<file path="src/rtl/i2c_cfg_sequencer_if.sv">
// Handshake bundle between the codec config sequencer and the I2C master.
// Ports: go, i2c_busy in; i2c_start, i2c_data, index, active, done, err out.
interface i2c_cfg_sequencer_if;
  logic        go;
  logic        i2c_busy;
  logic        i2c_start;
  logic [15:0] i2c_data;
  logic [2:0]  index;
  logic        active;
  logic        done;
  logic        err;

  modport master (
    input  go,
    input  i2c_busy,
    output i2c_start,
    output i2c_data,
    output index,
    output active,
    output done,
    output err
  );

  modport slave (
    output go,
    output i2c_busy,
    input  i2c_start,
    input  i2c_data,
    input  index,
    input  active,
    input  done,
    input  err
  );
endinterface

</file>
<file path="src/rtl/i2c_cfg_sequencer.sv">
// Codec config sequencer: power-up wait, then feeds a fixed register table to the I2C master.
// Ports: CLK, RST_N (async low); bus (master modport) carries go/busy in, start/data/status out.
module i2c_cfg_sequencer #(
  parameter int NUM_REGS      = 8,
  parameter int POWERUP_DELAY = 50000,
  parameter int GAP_CYCLES    = 16,
  parameter int BUSY_TIMEOUT  = 1024
) (
  input logic                 CLK,
  input logic                 RST_N,
  i2c_cfg_sequencer_if.master bus
);

  localparam int PW = $clog2(POWERUP_DELAY) + 1;
  localparam int GW = $clog2(GAP_CYCLES) + 1;
  localparam int TW = $clog2(BUSY_TIMEOUT) + 1;

  localparam logic [PW-1:0] PWR_LAST = PW'(POWERUP_DELAY - 1);
  localparam logic [GW-1:0] GAP_LAST = GW'(GAP_CYCLES - 1);
  localparam logic [TW-1:0] REQ_LAST = TW'(BUSY_TIMEOUT - 1);
  localparam logic [2:0]    IDX_LAST = 3'(NUM_REGS - 1);

  typedef enum logic [2:0] {
    S_PWR,
    S_LOAD,
    S_REQ,
    S_XFER,
    S_GAP,
    S_DONE,
    S_ERR
  } state_t;

  state_t        r_state, w_state;
  logic [PW-1:0] r_pwr, w_pwr;
  logic [GW-1:0] r_gap, w_gap;
  logic [TW-1:0] r_req, w_req;
  logic          r_start, w_start;
  logic [15:0]   r_data, w_data;
  logic [2:0]    r_index, w_index;
  logic          r_done, r_err, r_active;

  function automatic logic [15:0] f_table(input logic [2:0] i);
    logic [15:0] v;
    unique case (i)
      3'd0: v = 16'h1E00;
      3'd1: v = 16'h0C00;
      3'd2: v = 16'h0E42;
      3'd3: v = 16'h1001;
      3'd4: v = 16'h0817;
      3'd5: v = 16'h0A06;
      3'd6: v = 16'h0012;
      3'd7: v = 16'h0201;
      default: v = 16'h0000;
    endcase
    return v;
  endfunction

  always_comb begin
    w_state = r_state;
    w_pwr   = r_pwr;
    w_gap   = r_gap;
    w_req   = r_req;
    w_start = r_start;
    w_data  = r_data;
    w_index = r_index;
    unique case (r_state)
      S_PWR: begin
        if (r_pwr == PWR_LAST) begin
          w_state = S_LOAD;
          w_pwr   = '0;
        end else begin
          w_pwr = r_pwr + 1'b1;
        end
      end
      S_LOAD: begin
        w_data  = f_table(r_index);
        w_req   = '0;
        w_state = S_REQ;
      end
      S_REQ: begin
        // start rises on the first REQ edge; busy is only honoured
        // once start is visible, so a stuck-high busy yields a 1-cycle pulse
        if (!r_start) begin
          w_start = 1'b1;
        end else if (bus.i2c_busy) begin
          w_start = 1'b0;
          w_state = S_XFER;
        end else if (r_req == REQ_LAST) begin
          w_start = 1'b0;
          w_state = S_ERR;
        end else begin
          w_req = r_req + 1'b1;
        end
      end
      S_XFER: begin
        if (!bus.i2c_busy) begin
          w_gap   = '0;
          w_state = S_GAP;
        end
      end
      S_GAP: begin
        if (r_gap == GAP_LAST) begin
          if (r_index == IDX_LAST) begin
            w_state = S_DONE;
          end else begin
            w_index = r_index + 3'd1;
            w_state = S_LOAD;
          end
        end else begin
          w_gap = r_gap + 1'b1;
        end
      end
      S_DONE, S_ERR: begin
        if (bus.go) begin
          w_index = 3'd0;
          w_state = S_LOAD;
        end
      end
      default: w_state = S_PWR;
    endcase
  end

  always_ff @(posedge CLK or negedge RST_N) begin
    if (!RST_N) begin
      r_state  <= S_PWR;
      r_pwr    <= '0;
      r_gap    <= '0;
      r_req    <= '0;
      r_start  <= 1'b0;
      r_data   <= 16'h0000;
      r_index  <= 3'd0;
      r_done   <= 1'b0;
      r_err    <= 1'b0;
      r_active <= 1'b1;
    end else begin
      r_state  <= w_state;
      r_pwr    <= w_pwr;
      r_gap    <= w_gap;
      r_req    <= w_req;
      r_start  <= w_start;
      r_data   <= w_data;
      r_index  <= w_index;
      r_done   <= (w_state == S_DONE);
      r_err    <= (w_state == S_ERR);
      r_active <= (w_state != S_DONE) && (w_state != S_ERR);
    end
  end

  assign bus.i2c_start = r_start;
  assign bus.i2c_data  = r_data;
  assign bus.index     = r_index;
  assign bus.done      = r_done;
  assign bus.err       = r_err;
  assign bus.active    = r_active;

endmodule

</file>
<file path="src/flat_wrapper.sv">
// flat-port wrapper written by rule: the top's interface ports become plain ports
module i2c_cfg_sequencer_flat 
#(
  parameter int NUM_REGS      = 8,
  parameter int POWERUP_DELAY = 50000,
  parameter int GAP_CYCLES    = 16,
  parameter int BUSY_TIMEOUT  = 1024
)
  (CLK, RST_N, bus_go, bus_i2c_busy, bus_i2c_start, bus_i2c_data, bus_index, bus_active, bus_done, bus_err);
  i2c_cfg_sequencer_if bus_i ();
  input logic CLK;
  input logic RST_N;
  input wire logic [$bits(bus_i.go)-1:0] bus_go;
  input wire logic [$bits(bus_i.i2c_busy)-1:0] bus_i2c_busy;
  output wire logic [$bits(bus_i.i2c_start)-1:0] bus_i2c_start;
  output wire logic [$bits(bus_i.i2c_data)-1:0] bus_i2c_data;
  output wire logic [$bits(bus_i.index)-1:0] bus_index;
  output wire logic [$bits(bus_i.active)-1:0] bus_active;
  output wire logic [$bits(bus_i.done)-1:0] bus_done;
  output wire logic [$bits(bus_i.err)-1:0] bus_err;
  assign bus_i.go = bus_go;
  assign bus_i.i2c_busy = bus_i2c_busy;
  assign bus_i2c_start = bus_i.i2c_start;
  assign bus_i2c_data = bus_i.i2c_data;
  assign bus_index = bus_i.index;
  assign bus_active = bus_i.active;
  assign bus_done = bus_i.done;
  assign bus_err = bus_i.err;
  i2c_cfg_sequencer #(.NUM_REGS(NUM_REGS), .POWERUP_DELAY(POWERUP_DELAY), .GAP_CYCLES(GAP_CYCLES), .BUSY_TIMEOUT(BUSY_TIMEOUT)) u_core (.CLK(CLK), .RST_N(RST_N), .bus(bus_i));
endmodule
</file>
<file path="config.mk">
export PLATFORM = sky130hd
export DESIGN_NAME = i2c_cfg_sequencer_flat
export DESIGN_NICKNAME = d
export VERILOG_FILES = /design/src/rtl/i2c_cfg_sequencer_if.sv /design/src/rtl/i2c_cfg_sequencer.sv /design/src/flat_wrapper.sv
export SDC_FILE = /design/constraint.sdc
export NUM_CORES = 1
export LEC_CHECK = 0
export ABC_AREA = 1
export CORE_MARGIN = 2
export CORE_UTILIZATION = 56
export DETAILED_ROUTE_END_ITERATION = 8
export PLACE_DENSITY = 0.86
export SLEW_MARGIN = 0
export SYNTH_ARGS = -nofsm -noshare
export SYNTH_HDL_FRONTEND = slang
export SYNTH_SLANG_ARGS = --single-unit
</file>
<file path="constraint.sdc">
create_clock -name CLK -period 4.5 [get_ports CLK]
set_clock_uncertainty 0.05 [all_clocks]
set_input_delay 1.125 -clock CLK [delete_from_list [all_inputs] [get_ports CLK]]
set_output_delay 1.125 -clock CLK [all_outputs]
set_load 0.05 [all_outputs]
</file>
==> impl_metrics.tcl, run 1 <==
set metrics [dict create \
    min_period_ps 2810 \
    synth_top_family_by_area "simple AND/OR/NAND/NOR gates" \
    io_pins 27 \
    max_freq_mhz 355 \
    outcome "finished clean" \
    post-cts-setup-buffers 0 \
    yosys.area_share.adder 0.0363 \
    wl_per_cell_um 12.5 \
    tightest_slew_ps 745 \
    startpoint_type "register" \
    synth_compound_area_frac 0.0576 \
    hold_start "u_core.bus.i2c_data[10]" \
    drt_iter0_markers 281 \
    hold_viol 0 \
    clkSinkCount 52 \
    timing.rr.start "u_core.r_gap[0]" \
    synth-xor-area-share 0.0338 \
    crit_path_cell_trace "clkdlybuf4s50_1" \
    synthToLayoutAreaGrowth_pct 11.4 \
    cts_resized 0 \
    dp_hpwl_um 4610 \
    grt_pass1_vias 2433 \
    fp.coreArea_um2 5440 \
    h-tree-depth 2 \
    pre_cts_ws_ps 1970 \
    die_w_um 78.5 \
    synth_cell_types 39 \
    grt_max_degree 35 \
    syn_area_per_cell_um2 7.54 \
    ir_drop_v 0.000166 \
    num_antenna_cells 0 \
    critPathMaxFanout 8 \
    antenna_left 0 \
    synth.yosys.seq_area_share 0.419 \
    synth_mux_area_frac 0 \
    clk_pin_slew_ps 100 \
    wirelength_um 6320 \
    cp.arrival_ps 1640 \
    endpoint_kind "output port" \
    ys_seq_elements 52 \
    slowest_delay_ps 850 \
    initial_core_util 0.571 \
    drive_above_1_share 0.0874 \
    drc 0 \
    final-max-slew-violation-count 0 \
    rows 27 \
    yosysWarningCount 0 \
    tritoncts "done" \
    syn_area_um2 3110 \
    tns_ps 0 \
    grt_pass1_wl_um 10900 \
    cp_slowest_cell "clkdlybuf4s50_1" \
    num_vias 2640 \
    setup_viol 0 \
    power_leakage_nw 1.74 \
    routabilityCongestion 0.928 \
    crit_family "buffers and inverters" \
    path_buf_inv 1 \
    fin_crit_sh 0.625 \
    io_buffers 19 \
    globalRouteOverflowTotal 0 \
    cellPowerDensity_nw_per_um2 243 \
    die_h_um 78.5 \
    vias_per_cell 5.21 \
    antenna_found_initial 0 \
    required_ps 3320 \
    drtPass1Iterations 5 \
    hp-class "reg -> reg" \
    rsz0062_at_grt "false" \
    synth_top_cell_by_area "dfrtp_1" \
    synthCells 412 \
    clock_latency_ps 310 \
    cts_root_buffer "clkbuf_8" \
    die_area_um2 6160 \
    synth-simple-area-share 0.361 \
    whs_ps 442 \
    hold_buffers 0 \
    synth_area_leaders "dfrtp_1 41%, nand2_1 15%, inv_1 6.0%" \
    final.setup.worst_slack_ps 1690 \
    cts_buffer_depth 2 \
    cp-startpoint "u_core.bus.index[2]" \
    drv_cap 0 \
    n_fill_cell 454 \
    crit_type "reg -> out" \
    synth_top_area_frac 0.411 \
    grt_use_total 0.222 \
    layout.nets 447 \
    cts_buffers 5 \
    slew_headroom 0.503 \
]
-- synthesized netlist by cell type (all sizes together) --
library cell	count
a21oi	5
and3	1
buf	11
conb	1
dfrtp	51
dfstp	1
ha	9
inv	54
nand2	134
nand3	42
nand3b	2
nand4	7
nor2	50
nor2b	1
nor3	3
nor3b	1
o211ai	1
o21ai	20
o21bai	2
o311ai	1
o31ai	2
or2	1
xnor2	2
xor2	10
-- logic make-up after synthesis --
logic type | count (synthesis)
and+or+nand+nor | 242
buffers and inverters | 65
DFF | 52
AOI/OAI and AO/OA | 31
xor gates and xnor gates | 12
adders and majority gates | 9
other | 1
-- state kept, by name (all words and copies together) (netlist names) --
signal                count
u_core.bus.i2c_start      1
u_core.r_pwr             17
u_core.r_state            3
u_core.r_gap              5
u_core.bus.active         1
u_core.r_req             11
u_core.bus.index          3
u_core.bus.done           1
u_core.bus.i2c_data       9
u_core.bus.err            1
-- layer usage --
layer | routed length (um) | up-vias | GRT usage
li1 | - | 1325 | -
met1 | 2840 | 1232 | 0.291
met2 | 3130 | 74 | 0.374
met3 | 254 | 9 | 0.0322
met4 | 98 | 0 | 0.0825
met5 | 0 | - | 0
-- stage by stage --
stage / cells / total power [mW] / area [um2] / util
floorplan: 418 / 0.495 / 3130 / -
global placement: 499 / 0.503 / 3340 / 0.614
detailed placement: 499 / 0.503 / 3340 / 0.614
CTS: 507 / 0.847 / 3460 / 0.636
global route: 507 / 0.866 / 3460 / 0.636
finish: 507 / 0.839 / 3460 / 0.636
-- cell type report --
cell class	instances	area, um2	area share
clock inverters	2	38.8	0.0112
clock buffers	6	82.6	0.0239
flip-flops and latches	52	1300	0.376
inverters	54	210	0.0608
multi-input cells	301	1540	0.446
repair buffers	20	193	0.0557
well taps	72	90.1	0.0260
-- final timing paths --
kind                                           end  slack [ps]  depth (start not counted)
min reg2reg                u_core.bus.i2c_data[10]         440                          2
min                        u_core.bus.i2c_data[10]         440                          2
max reg2reg                    u_core.bus.index[0]        2660                         10
max                                   bus_index[2]        1690                          1
min in group asynchronous  u_core.bus.i2c_data[10]         820                          1
max in group asynchronous        u_core.bus.active        2780                          2
-- placed cells by master (no fill, tap or decap), types with 3 or more instances in the layout --
cell / synthesis / layout
nand3_1: 36 / 36
inv_1: 50 / 50
o21ai_0: 18 / 18
conb_1: 1 / 7
ha_1: 9 / 9
nand2_1: 127 / 127
clkdlybuf4s50_1: 0 / 18
dfrtp_1: 51 / 51
a21oi_1: 5 / 5
nor2_1: 44 / 44
nand3_2: 5 / 5
xor2_1: 10 / 10
nand2_2: 5 / 5
nor3_1: 3 / 3
clkbuf_8: 0 / 6
nor2_2: 3 / 3
nand4_1: 6 / 6
-- power by group --
group          switching (mW)  internal, mW  total (mW)
clock                   0.164         0.182       0.346
combinational          0.0236       0.00279      0.0264
sequential                  0         0.467       0.467
Note: power is estimated with default switching activity, not from simulation.
==> run 2, diff against run 1 <==
clock period = 2.85 ns   (was 4.5 ns; I/O delays follow)
==> impl_metrics.tcl, run 2 (synthesized netlist as in run 1, its figures left out) <==
set metrics [dict create \
    vias_per_cell 5.13 \
    min_period_ps 2420 \
    drt_iter0_markers 184 \
    initial_core_util 0.571 \
    tightest_slew_ps 648 \
    slew_headroom 0.568 \
    dp_cells 499 \
    clkSinkCount 52 \
    crit_family "buffers and inverters" \
    final-max-slew-violation-count 0 \
    final_common_cell "nand2_1" \
    drc 0 \
    die_w_um 78.5 \
    grt_pass1_vias 2405 \
    largest-register "u_core.r_pwr" \
    post-cts-setup-buffers 0 \
    routabilityCongestion 0.932 \
    tritoncts "done" \
    seq_area_um2 1300 \
    startpoint_type "register" \
    cts_resized 0 \
    cts_buffers 5 \
    fp.coreArea_um2 5440 \
    drive_above_1_share 0.0874 \
    globalRouteOverflowTotal 0 \
    grt_pass1_wl_um 10400 \
    antenna_left 0 \
    wirelength_um 6010 \
    hold_buffers 0 \
    power.total_mw 1.24 \
    grt_use_total 0.211 \
    fin_area_um2 3440 \
    required_ps 2090 \
    cts_root_buffer "clkbuf_8" \
    rsz0062_at_grt "false" \
    clock_latency_ps 320 \
    fin_crit_sh 0.849 \
    grt_max_degree 53 \
    path_buf_inv 1 \
    setup_viol 0 \
    max_freq_mhz 413 \
    final.setup.worst_slack_ps 431 \
    io_buffers 19 \
    slowest_delay_ps 850 \
    outcome "finished clean" \
    antenna_found_initial 0 \
    critPathMaxFanout 8 \
    layout.nets 447 \
    cp.arrival_ps 1660 \
    dp_hpwl_um 4400 \
    endpoint_kind "output port" \
    io_pins 27 \
    hp-class "reg -> reg" \
    die_area_um2 6160 \
    tns_ps 0 \
    cp_slowest_cell "clkdlybuf4s50_1" \
    multiInputGateArea_um2 1540 \
    drv_cap 0 \
    synthToLayoutAreaGrowth_pct 10.6 \
    num_antenna_cells 0 \
    power_leakage_nw 1.73 \
    n_fill_cell 446 \
    cts_buffer_depth 2 \
    crit_path_cell_trace "clkdlybuf4s50_1" \
    cellPowerDensity_nw_per_um2 361 \
    placed_area_um2 3340 \
    rows 27 \
    drtPass1Iterations 5 \
    final_cells 507 \
    pre_cts_ws_ps 732 \
    hold_viol 0 \
    mostFrequentLayoutCells "127 x nand2_1, 51 x dfrtp_1, 50 x inv_1" \
    clk_pin_slew_ps 100 \
    die_h_um 78.5 \
    ir_drop_v 0.000345 \
    largest_reg_flops 17 \
    num_vias 2600 \
    wl_per_cell_um 11.8 \
    crit_type "reg -> out" \
    h-tree-depth 2 \
]
## run 2: cell types whose count changed in the layout (fill, tap and decap cells not counted), sizes merged
cell	previous run	this run
bufinv	1	0
clkbuf	6	5
clkinv	1	0
inv	54	57
## run 2: area by class of cell
| cell class | instances | share of cell area |
|---|---|---|
| multi-input combinational | 301 | 0.449 |
| sequential | 52 | 0.379 |
| inverter | 54 | 0.0612 |
| timing repair buffer | 20 | 0.0561 |
| tap | 72 | 0.0262 |
| clock buffer | 5 | 0.0200 |
| clock inverter | 3 | 0.00838 |
## run 2: routing by layer
metal / share of wire / GRT usage / vias up / routed length, um
met1: 0.47 / 0.282 / 1199 / 2820
met5: 0 / 0 / - / 0
met3: 0.043 / 0.0368 / 4 / 256
li1: - / - / 1330 / -
met2: 0.48 / 0.349 / 67 / 2870
met4: 0.011 / 0.0719 / 0 / 64
## run 2: worst paths after layout
kind,startpoint,endpoint,slack [ps],cells after the start
min in group asynchronous,RST_N,u_core.bus.i2c_data[0],450,2
hold reg to reg,u_core.bus.i2c_data[2],u_core.bus.i2c_data[2],440,2
setup / recovery,u_core.bus.index[2],bus_index[2],430,1
hold / removal,u_core.bus.i2c_data[2],u_core.bus.i2c_data[2],440,2
max in group asynchronous,RST_N,u_core.r_pwr[13],1880,2
setup reg to reg,u_core.r_gap[0],u_core.bus.index[1],980,10
## run 2: stage by stage
step	hold WS, ps	util
global route	485	0.632
floorplan	367	-
detailed placement	418	0.614
finish	438	0.632
CTS	444	0.632
global placement	415	0.614
## run 2: where the power goes
group	switching, mW	internal (mW)	total, mW
logic	0.0369	0.00440	0.0413
clock network	0.277	0.186	0.463
registers	0	0.737	0.737
total	0.314	0.928	1.24
==> run 3, diff against run 2 <==
clock period = 2.37 ns   (was 2.85 ns; I/O delays follow)
==> impl_metrics.tcl, run 3 (synthesized netlist as in run 1, its figures left out) <==
set metrics [dict create \
    required_ps 1730 \
    hp-class "in -> async" \
    wl_per_cell_um 12.0 \
    tightest_slew_ps 523 \
    cellPowerDensity_nw_per_um2 432 \
    io_pins 27 \
    synthToLayoutAreaGrowth_pct 11.0 \
    fin_area_um2 3450 \
    largest_reg_flops 17 \
    crit_family "buffers and inverters" \
    cts_buffers 5 \
    max_freq_mhz 437 \
    clock_latency_ps 320 \
    path_buf_inv 1 \
    min_period_ps 2290 \
    mostFrequentLayoutCells "127 x nand2_1, 51 x dfrtp_1, 50 x inv_1" \
    grt_pass1_vias 2470 \
    crit_path_cell_trace "clkdlybuf4s50_1" \
    critPathMaxFanout 8 \
    cts_resized 0 \
    hold_viol 0 \
    slowest_delay_ps 850 \
    tns_ps 0 \
    rows 27 \
    die_h_um 78.5 \
    grt_max_degree 31 \
    die_w_um 78.5 \
    globalRouteOverflowTotal 0 \
    final-max-slew-violation-count 0 \
    drive_above_1_share 0.0874 \
    grt_pass1_wl_um 10800 \
    fin_crit_sh 0.966 \
    hold_buffers 0 \
    dp_hpwl_um 4550 \
    tritoncts "done" \
    endpoint_kind "output port" \
    routabilityCongestion 0.921 \
    io_buffers 19 \
    drv_cap 0 \
    slew_headroom 0.652 \
    n_fill_cell 451 \
    die_area_um2 6160 \
    outcome "finished clean" \
    clk_pin_slew_ps 110 \
    rsz0062_at_grt "false" \
    power_leakage_nw 1.73 \
    drtPass1Iterations 5 \
    crit_type "reg -> out" \
    drt_iter0_markers 268 \
    cp.arrival_ps 1650 \
    h-tree-depth 2 \
    num_vias 2639 \
    post-cts-setup-buffers 0 \
    antenna_found_initial 0 \
    cts_buffer_depth 2 \
    final_common_cell "nand2_1" \
    setup_viol 0 \
    placed_area_um2 3350 \
    ir_drop_v 0.000393 \
    drc 0 \
    layout.nets 447 \
    startpoint_type "register" \
    grt_use_total 0.219 \
    cts_root_buffer "clkbuf_8" \
    wirelength_um 6100 \
    antenna_left 0 \
    clkSinkCount 52 \
    fin_util 0.634 \
    initial_core_util 0.571 \
    num_antenna_cells 0 \
    cp_slowest_cell "clkdlybuf4s50_1" \
    largest-register "u_core.r_pwr" \
    fp.coreArea_um2 5440 \
    vias_per_cell 5.21 \
]
[run 3: cell types whose count changed in the layout (fill, tap and decap cells not counted), sizes merged]
cell,before,now
clkinv,0,1
inv,57,56
[run 3: layout make-up]
| type | instances | area, um2 | area share |
|---|---|---|---|
| clock inverter | 3 | 26.3 | 0.00763 |
| timing repair buffer | 20 | 205 | 0.0595 |
| clock buffer | 5 | 68.8 | 0.0200 |
| sequential | 52 | 1300 | 0.378 |
| inverter | 54 | 210 | 0.0610 |
| multi-input combinational | 301 | 1540 | 0.448 |
| tap | 72 | 90.1 | 0.0261 |
[run 3: per-stage QoR]
stage                     cells  total power, mW  setup slack, ps  hold slack [ps]
after floorplan             418            0.940              680              247
after CTS                   507             1.50             55.5              203
after global routing        507             1.54             9.63              232
after detailed placement    499            0.958              388              418
after global placement      499            0.957              417              417
final                       507             1.49             80.4              185
[run 3: worst reg2reg max path, delay by kind of cell, from the launching register on]
family / cells / cell delay [ps]
AND/OR/NAND/NOR: 6 / 800
flip-flops: 1 / 410
adder cells (fa/ha/maj): 2 / 390
buffers and inverters: 2 / 100
[run 3: power breakdown]
group / internal (mW) / switching (mW)
logic: 0.00753 / 0.0446
clock network: 0.218 / 0.333
registers: 0.887 / 0
[run 3: per-layer routing]
layer,up-vias,track usage,share of wire
met1,1223,0.282,0.45
met5,-,0,0
met2,80,0.371,0.48
li1,1324,-,-
met3,12,0.0356,0.045
met4,0,0.0842,0.021
[run 3: worst paths after layout]
kind | cells after the start | startpoint | slack (ps) | to
setup reg to reg | 10 | u_core.r_gap[0] | 560 | u_core.bus.index[1]
setup / recovery | 1 | u_core.bus.index[2] | 80 | bus_index[2]
hold reg to reg | 2 | u_core.bus.i2c_data[0] | 440 | u_core.bus.i2c_data[0]
max in group asynchronous | 2 | RST_N | 1550 | u_core.r_req[8]
hold / removal | 1 | RST_N | 180 | u_core.r_state[1]
min in group CLK | 2 | u_core.bus.i2c_data[0] | 440 | u_core.bus.i2c_data[0]
